**src/rtl/dmem_arbiter_pkg.sv**
```systemverilog
// Shared types and constants for the data-memory arbiter.
package dmem_arb_pkg;

   typedef enum logic {
      OPEN   = 1'b0,
      LOCKED = 1'b1
   } lock_state_t;

   localparam logic PORT_P0 = 1'b0;
   localparam logic PORT_P1 = 1'b1;

   localparam int AGE_W = 4;

endpackage

```
**src/rtl/dmem_arbiter_age.sv**
```systemverilog
// Saturating wait counter for port 1; sat marks the cycle the override may fire.
module dmem_arb_age
   import dmem_arb_pkg::*;
#(
   parameter int MAX_WAIT = 4
) (
   input  logic clk,
   input  logic rst,
   input  logic clr,
   input  logic hold,
   output logic sat
);

   localparam logic [AGE_W-1:0] AGE_MAX = AGE_W'(MAX_WAIT);

   logic [AGE_W-1:0] age;

   always_ff @(posedge clk) begin
      if (rst || clr) begin
         age <= '0;
      end else if (!hold && (age < AGE_MAX)) begin
         age <= age + 1'b1;
      end
   end

   assign sat = (age == AGE_MAX);

endmodule

```
**src/rtl/dmem_arbiter.sv**
```systemverilog
// Two-port arbiter for the single-port data memory with port 1 aging and port 0 lock.
// state  | meaning
// OPEN   | normal priority arbitration, age override enabled
// LOCKED | port 0 owns the memory; port 1 is never granted
module dmem_arbiter
   import dmem_arb_pkg::*;
#(
   parameter int ADDR_W   = 32,
   parameter int DATA_W   = 32,
   parameter int MAX_WAIT = 4
) (
   input  logic              clk,
   input  logic              rst,
   input  logic              p0_req_valid,
   output logic              p0_req_ready,
   input  logic              p0_we,
   input  logic [ADDR_W-1:0] p0_addr,
   input  logic [DATA_W-1:0] p0_wdata,
   input  logic              p0_lock,
   output logic              p0_rsp_valid,
   output logic [DATA_W-1:0] p0_rdata,
   input  logic              p1_req_valid,
   output logic              p1_req_ready,
   input  logic              p1_we,
   input  logic [ADDR_W-1:0] p1_addr,
   input  logic [DATA_W-1:0] p1_wdata,
   output logic              p1_rsp_valid,
   output logic [DATA_W-1:0] p1_rdata,
   output logic              mem_we,
   output logic [ADDR_W-1:0] mem_a,
   output logic [DATA_W-1:0] mem_wd,
   input  logic [DATA_W-1:0] mem_rd
);

   lock_state_t       state, state_nxt;
   logic              gnt_any;
   logic              gnt_port;
   logic              gnt0, gnt1;
   logic              age_sat;
   logic              rsp0_q, rsp1_q;
   logic [DATA_W-1:0] rd0_q, rd1_q;

   dmem_arb_age #(.MAX_WAIT(MAX_WAIT)) u_age (
      .clk  (clk),
      .rst  (rst),
      .clr  (!p1_req_valid || gnt1),
      .hold (state == LOCKED),
      .sat  (age_sat)
   );

   always_ff @(posedge clk) begin
      if (rst) begin
         state <= OPEN;
      end else begin
         state <= state_nxt;
      end
   end

   always_comb begin
      state_nxt = state;
      case (state)
         OPEN:    if (gnt0 && p0_lock) state_nxt = LOCKED;
         LOCKED:  if ((gnt0 && !p0_lock) || (!p0_req_valid && !p0_lock)) state_nxt = OPEN;
         default: state_nxt = OPEN;
      endcase
   end

   always_comb begin
      gnt_any  = 1'b0;
      gnt_port = PORT_P0;
      if (!rst) begin
         if (state == LOCKED) begin
            gnt_any = p0_req_valid;
         end else if (age_sat && p1_req_valid) begin
            gnt_any  = 1'b1;
            gnt_port = PORT_P1;
         end else if (p0_req_valid) begin
            gnt_any = 1'b1;
         end else if (p1_req_valid) begin
            gnt_any  = 1'b1;
            gnt_port = PORT_P1;
         end
      end
   end

   assign gnt0         = gnt_any && (gnt_port == PORT_P0);
   assign gnt1         = gnt_any && (gnt_port == PORT_P1);
   assign p0_req_ready = gnt0;
   assign p1_req_ready = gnt1;

   always_comb begin
      mem_we = 1'b0;
      mem_a  = '0;
      mem_wd = '0;
      if (gnt0) begin
         mem_we = p0_we;
         mem_a  = p0_addr;
         mem_wd = p0_wdata;
      end else if (gnt1) begin
         mem_we = p1_we;
         mem_a  = p1_addr;
         mem_wd = p1_wdata;
      end
   end

   always_ff @(posedge clk) begin
      if (rst) begin
         rsp0_q <= 1'b0;
         rsp1_q <= 1'b0;
         rd0_q  <= '0;
         rd1_q  <= '0;
      end else begin
         rsp0_q <= gnt0;
         rsp1_q <= gnt1;
         if (gnt0) rd0_q <= p0_we ? '0 : mem_rd;
         if (gnt1) rd1_q <= p1_we ? '0 : mem_rd;
      end
   end

   // Masking by rst drops a response whose access was accepted just before reset.
   assign p0_rsp_valid = rsp0_q && !rst;
   assign p1_rsp_valid = rsp1_q && !rst;
   assign p0_rdata     = rst ? '0 : rd0_q;
   assign p1_rdata     = rst ? '0 : rd1_q;

endmodule

```
**config.mk**
```make
export PLATFORM = sky130hd
export DESIGN_NAME = dmem_arbiter
export DESIGN_NICKNAME = d
export VERILOG_FILES = /design/src/rtl/dmem_arbiter_pkg.sv /design/src/rtl/dmem_arbiter_age.sv /design/src/rtl/dmem_arbiter.sv
export SDC_FILE = /design/constraint.sdc
export NUM_CORES = 1
export LEC_CHECK = 0
export CORE_AREA = 2 2 117 119
export DETAILED_ROUTE_END_ITERATION = 8
export DIE_AREA = 0 0 119 121
export PLACE_DENSITY = 0.83
export REMOVE_ABC_BUFFERS = 1
export SYNTH_ARGS = -nofsm -noshare
export SYNTH_HDL_FRONTEND = slang
export SYNTH_SLANG_ARGS = --single-unit
```
**constraint.sdc**
```tcl
create_clock -name clk -period 2.6 [get_ports clk]
set_input_delay 0.26 -clock clk [delete_from_list [all_inputs] [get_ports clk]]
set_output_delay 0.26 -clock clk [all_outputs]
set_load 0.05 [all_outputs]
```
Word level (Yosys, flattened, before mapping)
Cells that the tools add are included.

word-level totals
  flip-flop bits (word level) = 71
  input port bits = 167
  output and inout bits = 133
  word-level logic and storage cells = 50

operators by class
  add/sub/neg operators = 1
  magnitude comparators = 1
  equality and inequality tests = 1
  mux-type cells = 22
  bitwise gates (word level) = 2
  reduce and logical (&&, ||, !) cells = 17

operators by type and width
  operator                                             number
  2-to-1 mux 32 bit                                    8
  2-to-1 mux 1 bit                                     13
  logical AND 1 bit                                    9
  logical NOT 1 bit                                    5
  adder 4 x 1 -> 4 bit, second input constant          1
  equality test 4 x 3 -> 1 bit, second input constant  1
  < comparator 4 x 3 -> 1 bit, second input constant   1
  logical OR 1 bit                                     3
  NOT 1 bit                                            2
  case mux 1 bit (2 select lines)                      1

Longest topological paths before layout
  depth after elaboration = 11
  depth in mapped cells = 9
  gate-level depth less buffers = 6

Cells and area by module
From an unflattened synthesis, not the netlist that was laid out.

second synthesis, totals
  cell total of the unflattened synthesis = 438
  area total of the unflattened synthesis = 3,980.1 um^2

by module, submodules not included
  module        instances  cells an instance  area each (um^2)  sequential area each (um^2)
  dmem_arbiter  1          418                3,786.1           1,341.3
  dmem_arb_age  1          20                 193.9             80.1

Worst setup path after synthesis
OpenSTA, ideal clock, no wires.

  path kind = reg-to-output
  start = register u_age.age[0]
  end = output mem_a[0]
  arrival time = 2,275 ps
  required time = 2,340 ps
  path slack = 65 ps
  stages on the path, launching flop included = 10
  buffers on the path = 3
  cell sequence = dfxtp_1 inv_1 ha_1 nand3b_1 or3_1 clkbuf_1 buf_2 buf_1 a31oi_1 a21oi_1

on the way
  word-level cells in the longest chain between the ends = 8
  elaborated cells on any way between the ends = 13
  those cells by class = eq/ne: 1; mux: 8; bitwise: 1; reduce/logical: 3

RTL lines
  item                                                    line                                    source
  start: declaration                                      dmem_arbiter_age.sv:16                  logic [AGE_W-1:0] age;
  start signal: assignment                                dmem_arbiter_age.sv:22                  age <= age + 1'b1;
  equality test 4 x 3 -> 1 bit (*)                        dmem_arbiter_age.sv:26                  assign sat = (age == AGE_MAX);
  logical AND 1 bit (*)                                   dmem_arbiter.sv:74                      end else if (age_sat && p1_req_valid) begin
  2-to-1 mux 1 bit                                        dmem_arbiter.sv:74
  2-to-1 mux 1 bit                                        dmem_arbiter.sv:72                      if (state == LOCKED) begin
  2-to-1 mux 1 bit                                        dmem_arbiter.sv:71                      if (!rst) begin
  logical AND 1 bit or NOT 1 bit (tied branches)          dmem_arbiter.sv:87, dmem_arbiter.sv:86
  2-to-1 mux 32 bit or logical AND 1 bit (tied branches)  dmem_arbiter.sv:99, dmem_arbiter.sv:86
  2-to-1 mux 32 bit (*)                                   dmem_arbiter.sv:95                      if (gnt0) begin
  end: declaration                                        dmem_arbiter.sv:30                      output logic [ADDR_W-1:0] mem_a,

Every way passes the cells marked *; elsewhere a longest branch is shown, timed or not.

Worst setup path after layout
  start = register u_age.age[0]
  end = output mem_wd[13]

on the way
  word-level cells in the longest chain between the ends = 8
  elaborated cells on any way between the ends = 13
  those cells by class = eq/ne: 1; mux: 8; bitwise: 1; reduce/logical: 3

RTL lines
  item                                                    line                                    source
  equality test 4 x 3 -> 1 bit (*)                        dmem_arbiter_age.sv:26
  logical AND 1 bit (*)                                   dmem_arbiter.sv:74
  2-to-1 mux 1 bit                                        dmem_arbiter.sv:74
  2-to-1 mux 1 bit                                        dmem_arbiter.sv:72
  2-to-1 mux 1 bit                                        dmem_arbiter.sv:71
  logical AND 1 bit or NOT 1 bit (tied branches)          dmem_arbiter.sv:87, dmem_arbiter.sv:86
  2-to-1 mux 32 bit or logical AND 1 bit (tied branches)  dmem_arbiter.sv:99, dmem_arbiter.sv:86
  2-to-1 mux 32 bit (*)                                   dmem_arbiter.sv:95
  end: declaration                                        dmem_arbiter.sv:31                      output logic [DATA_W-1:0] mem_wd,

Marks and branches as above.

==> impl_metrics.yaml <==
outcome:
  status: "completed"
die:
  dieArea_sq_mm: 0.0144
  fp.dieW_microns: 119
  rows: 42
  pin_count: 300
  core_sq_mm: 0.0131
  die_h_microns: 121
  start_util_pct: 33.6
clock_tree:
  clock_path_buffers: 2
  cts_buffers: 9
  cts_tree: "built"
  path_clk_slew_ns: 0.06
  clock_sinks: 71
  htreeDepth: 3
  clk_latency_ns: 0.33
  cts-root-buf: "clkbuf_16"
final_layout:
  final_nets: 1021
  drive_gt1_share_pct: 16.9
  area_growth_pct: 97.7
  fin_area_sq_mm: 0.00868
  finish.utilization_pct: 66.4
  fillers: 1009
  fin_cells: 1035
synthesis:
  synth_area_sq_mm: 0.00439
  ys_ff_latch: 71
  ys_seq_area_share_pct: 32.4
  syn_inst: 579
  synth_area_per_cell_sq_um: 7.58
  ys.warnings.count: 0
  synthDistinctLibCells: 25
placement:
  place_area_sq_mm: 0.00821
  hpwl_mm: 13.6
  portBuffers: 299
  dpl_worst_slack_ns: 0.198
  placed_cells: 1015
  place_congestion: 0.898
timing:
  drv_slew: 0
  setup_ws_ns: 0.129
  fmax_ghz: 0.405
  setup_viol_count_final: 0
  finalCriticalPeriod_ns: 2.47
  worstMarginPinSlew_ns: 0.540
  fin_skew_ns: 0.00233
  rsz0062_at_grt: "no"
  max_slew_margin_pct: 63.9
  finalHoldViolations: 0
  period_share_pct: 95.1
power:
  cellPowerDensity_mw_per_mm2: 459
  p_leak_nw: 3.41
  ir_drop_mv: 0.338
worst_setup_path:
  start_kind: "flip-flop"
  critPathMaxFanout: 28
  worstSetupPathType: "reg -> out"
  cp.arrival_ns: 2.21
  required_ns: 2.34
  worstSetupEndpointType: "output pin"
flow_run:
  drv_cap: 0
grt:
  grt_first_pass_wirelength_mm: 27.6
  antenna_found_initial: 3
  grt_pass1_vias: 5230
  overflow: 0
  grt_usage_pct: 24.3
  grt_start_max_net_pins: 88
routing:
  via_count: 5213
  postRouteAntennaNets: 0
  drtIter0Drc: 310
  viasPerCell: 5.04
  drc: 0
  drt_first_pass_iters: 5
  wl_mm: 18.2
  post_drt_wl_per_cell_microns: 17.6
min_path:
  hold_class: "in -> reg"
[layout make-up]
| class | count | area [sq um] | area share, % |
|---|---|---|---|
| clock buffers | 9 | 225 | 2.59 |
| multi-input cells | 451 | 2790 | 32.1 |
| flip-flops and latches | 71 | 1420 | 16.4 |
| repair buffers | 315 | 3840 | 44.2 |
| clock inverters | 7 | 168 | 1.93 |
| inverters | 4 | 15.0 | 0.173 |
| well taps | 176 | 220 | 2.54 |
| diodes | 2 | 5.00 | 0.0576 |
[metrics by stage]
stage	TNS [ns]	power (W)	hold WS [ns]
floorplan	-374.17	0.00171	0.336
global placement	0	0.00237	0.502
detailed placement	0	0.00238	0.511
CTS	0	0.00402	0.483
global route	0	0.00414	0.512
finish	0	0.00399	0.494
[power by group]
| group | switching [W] | internal (W) | leakage, nW | total [W] |
|---|---|---|---|---|
| sequential | 0.00000977 | 0.00113 | 0.579 | 0.00114 |
| clock | 0.000486 | 0.00114 | 0.190 | 0.00162 |
| combinational | 0.000613 | 0.000612 | 2.64 | 0.00122 |
[what timing repair did]
| action | 4_1_cts | 5_1_grt |
|---|---|---|
| endpoints found under the setup margin | 55 | 65 |
| resized for setup | 1 | 7 |
| pin swaps | 0 | 1 |
| cloned | 0 | 1 |
| hold buffers | 0 | 0 |
| setup buffers | 0 | 1 |
[cells in the mapped netlist]
cell type / n / area share, %
a21oi_1: 70 / 8.0
a31oi_1: 65 / 9.3
and2_1: 2 / 0.28
buf_1: 5 / 0.43
buf_2: 1 / 0.11
buf_6: 4 / 1.0
clkbuf_1: 43 / 3.7
dfxtp_1: 71 / 32
ha_1: 2 / 0.57
inv_1: 4 / 0.34
mux2_2: 3 / 0.77
mux2_4: 29 / 9.9
mux2i_1: 1 / 0.23
nand2_1: 98 / 8.4
nand2b_1: 34 / 4.8
nand3_1: 33 / 3.8
nand3b_1: 1 / 0.17
nand4b_1: 1 / 0.20
nor2_1: 3 / 0.26
nor2b_1: 101 / 14
nor3_1: 3 / 0.34
nor3b_1: 1 / 0.17
o21a_1: 1 / 0.17
o21ai_0: 2 / 0.23
or3_1: 1 / 0.14
[layout by cell type, fill, tap and decap left out, types with 3 or more instances in the layout]
cell type and count:
dfxtp_1 71, buf_4 13, nor2b_1 100, nor3_1 3
mux2_4 29, nand3_1 33, bufinv_16 5, clkdlybuf4s50_1 230
clkbuf_16 10, mux2_2 3, inv_1 4, a31oi_1 60
buf_12 69, a31oi_2 5, nand2_1 97, a21oi_1 68
nand2b_1 34
[final timing paths]
path / from / end / slack, ns / cells after the start
max: u_age.age[0] / mem_wd[13] / 0.13 / 8
min: p0_lock / state / 0.49 / 2
max reg2reg: u_age.age[0] / rd0_q[17] / 0.53 / 7
min reg2reg: u_age.age[0] / u_age.age[0] / 0.52 / 2
[critical path, stage by stage (launching register included)]
cell and delay [ns]:
dfxtp_1 0.32, inv_1 0.08, ha_1 0.19, nand3b_1 0.16
or3_4 0.42, clkbuf_16 0.23, a31oi_1 0.19, a21oi_1 0.09
buf_12 0.19
[cell families (layout without fill, tap and decap cells)]
group | after synthesis | in the layout | share of synthesized area [%]
multiplexers | 33 | 33 | 10.9
flip-flops | 71 | 71 | 32.4
buffers and inverters | 57 | 335 | 5.58
adder cells (fa/ha/maj) | 2 | 2 | 0.570
AND/OR/NAND/NOR | 278 | 278 | 32.9
AO/OA/AOI/OAI | 138 | 138 | 17.6
other | 0 | 2 | 0
[routing by layer]
layer	track usage, %	vias to the layer above	routed length, microns
met4	8.63	2	598
met5	0	-	7
met2	43.0	234	8950
li1	-	2530	-
met1	25.5	2402	6740
met3	10.9	45	1870
[flip-flops by register name, indices dropped and copies added (netlist names)]
| signal | flops |
|---|---|
| rd0_q | 32 |
| rd1_q | 32 |
| u_age.age | 4 |
| state | 1 |
| rsp1_q | 1 |
| rsp0_q | 1 |
No activity file was read; power rests on OpenSTA's default activity.
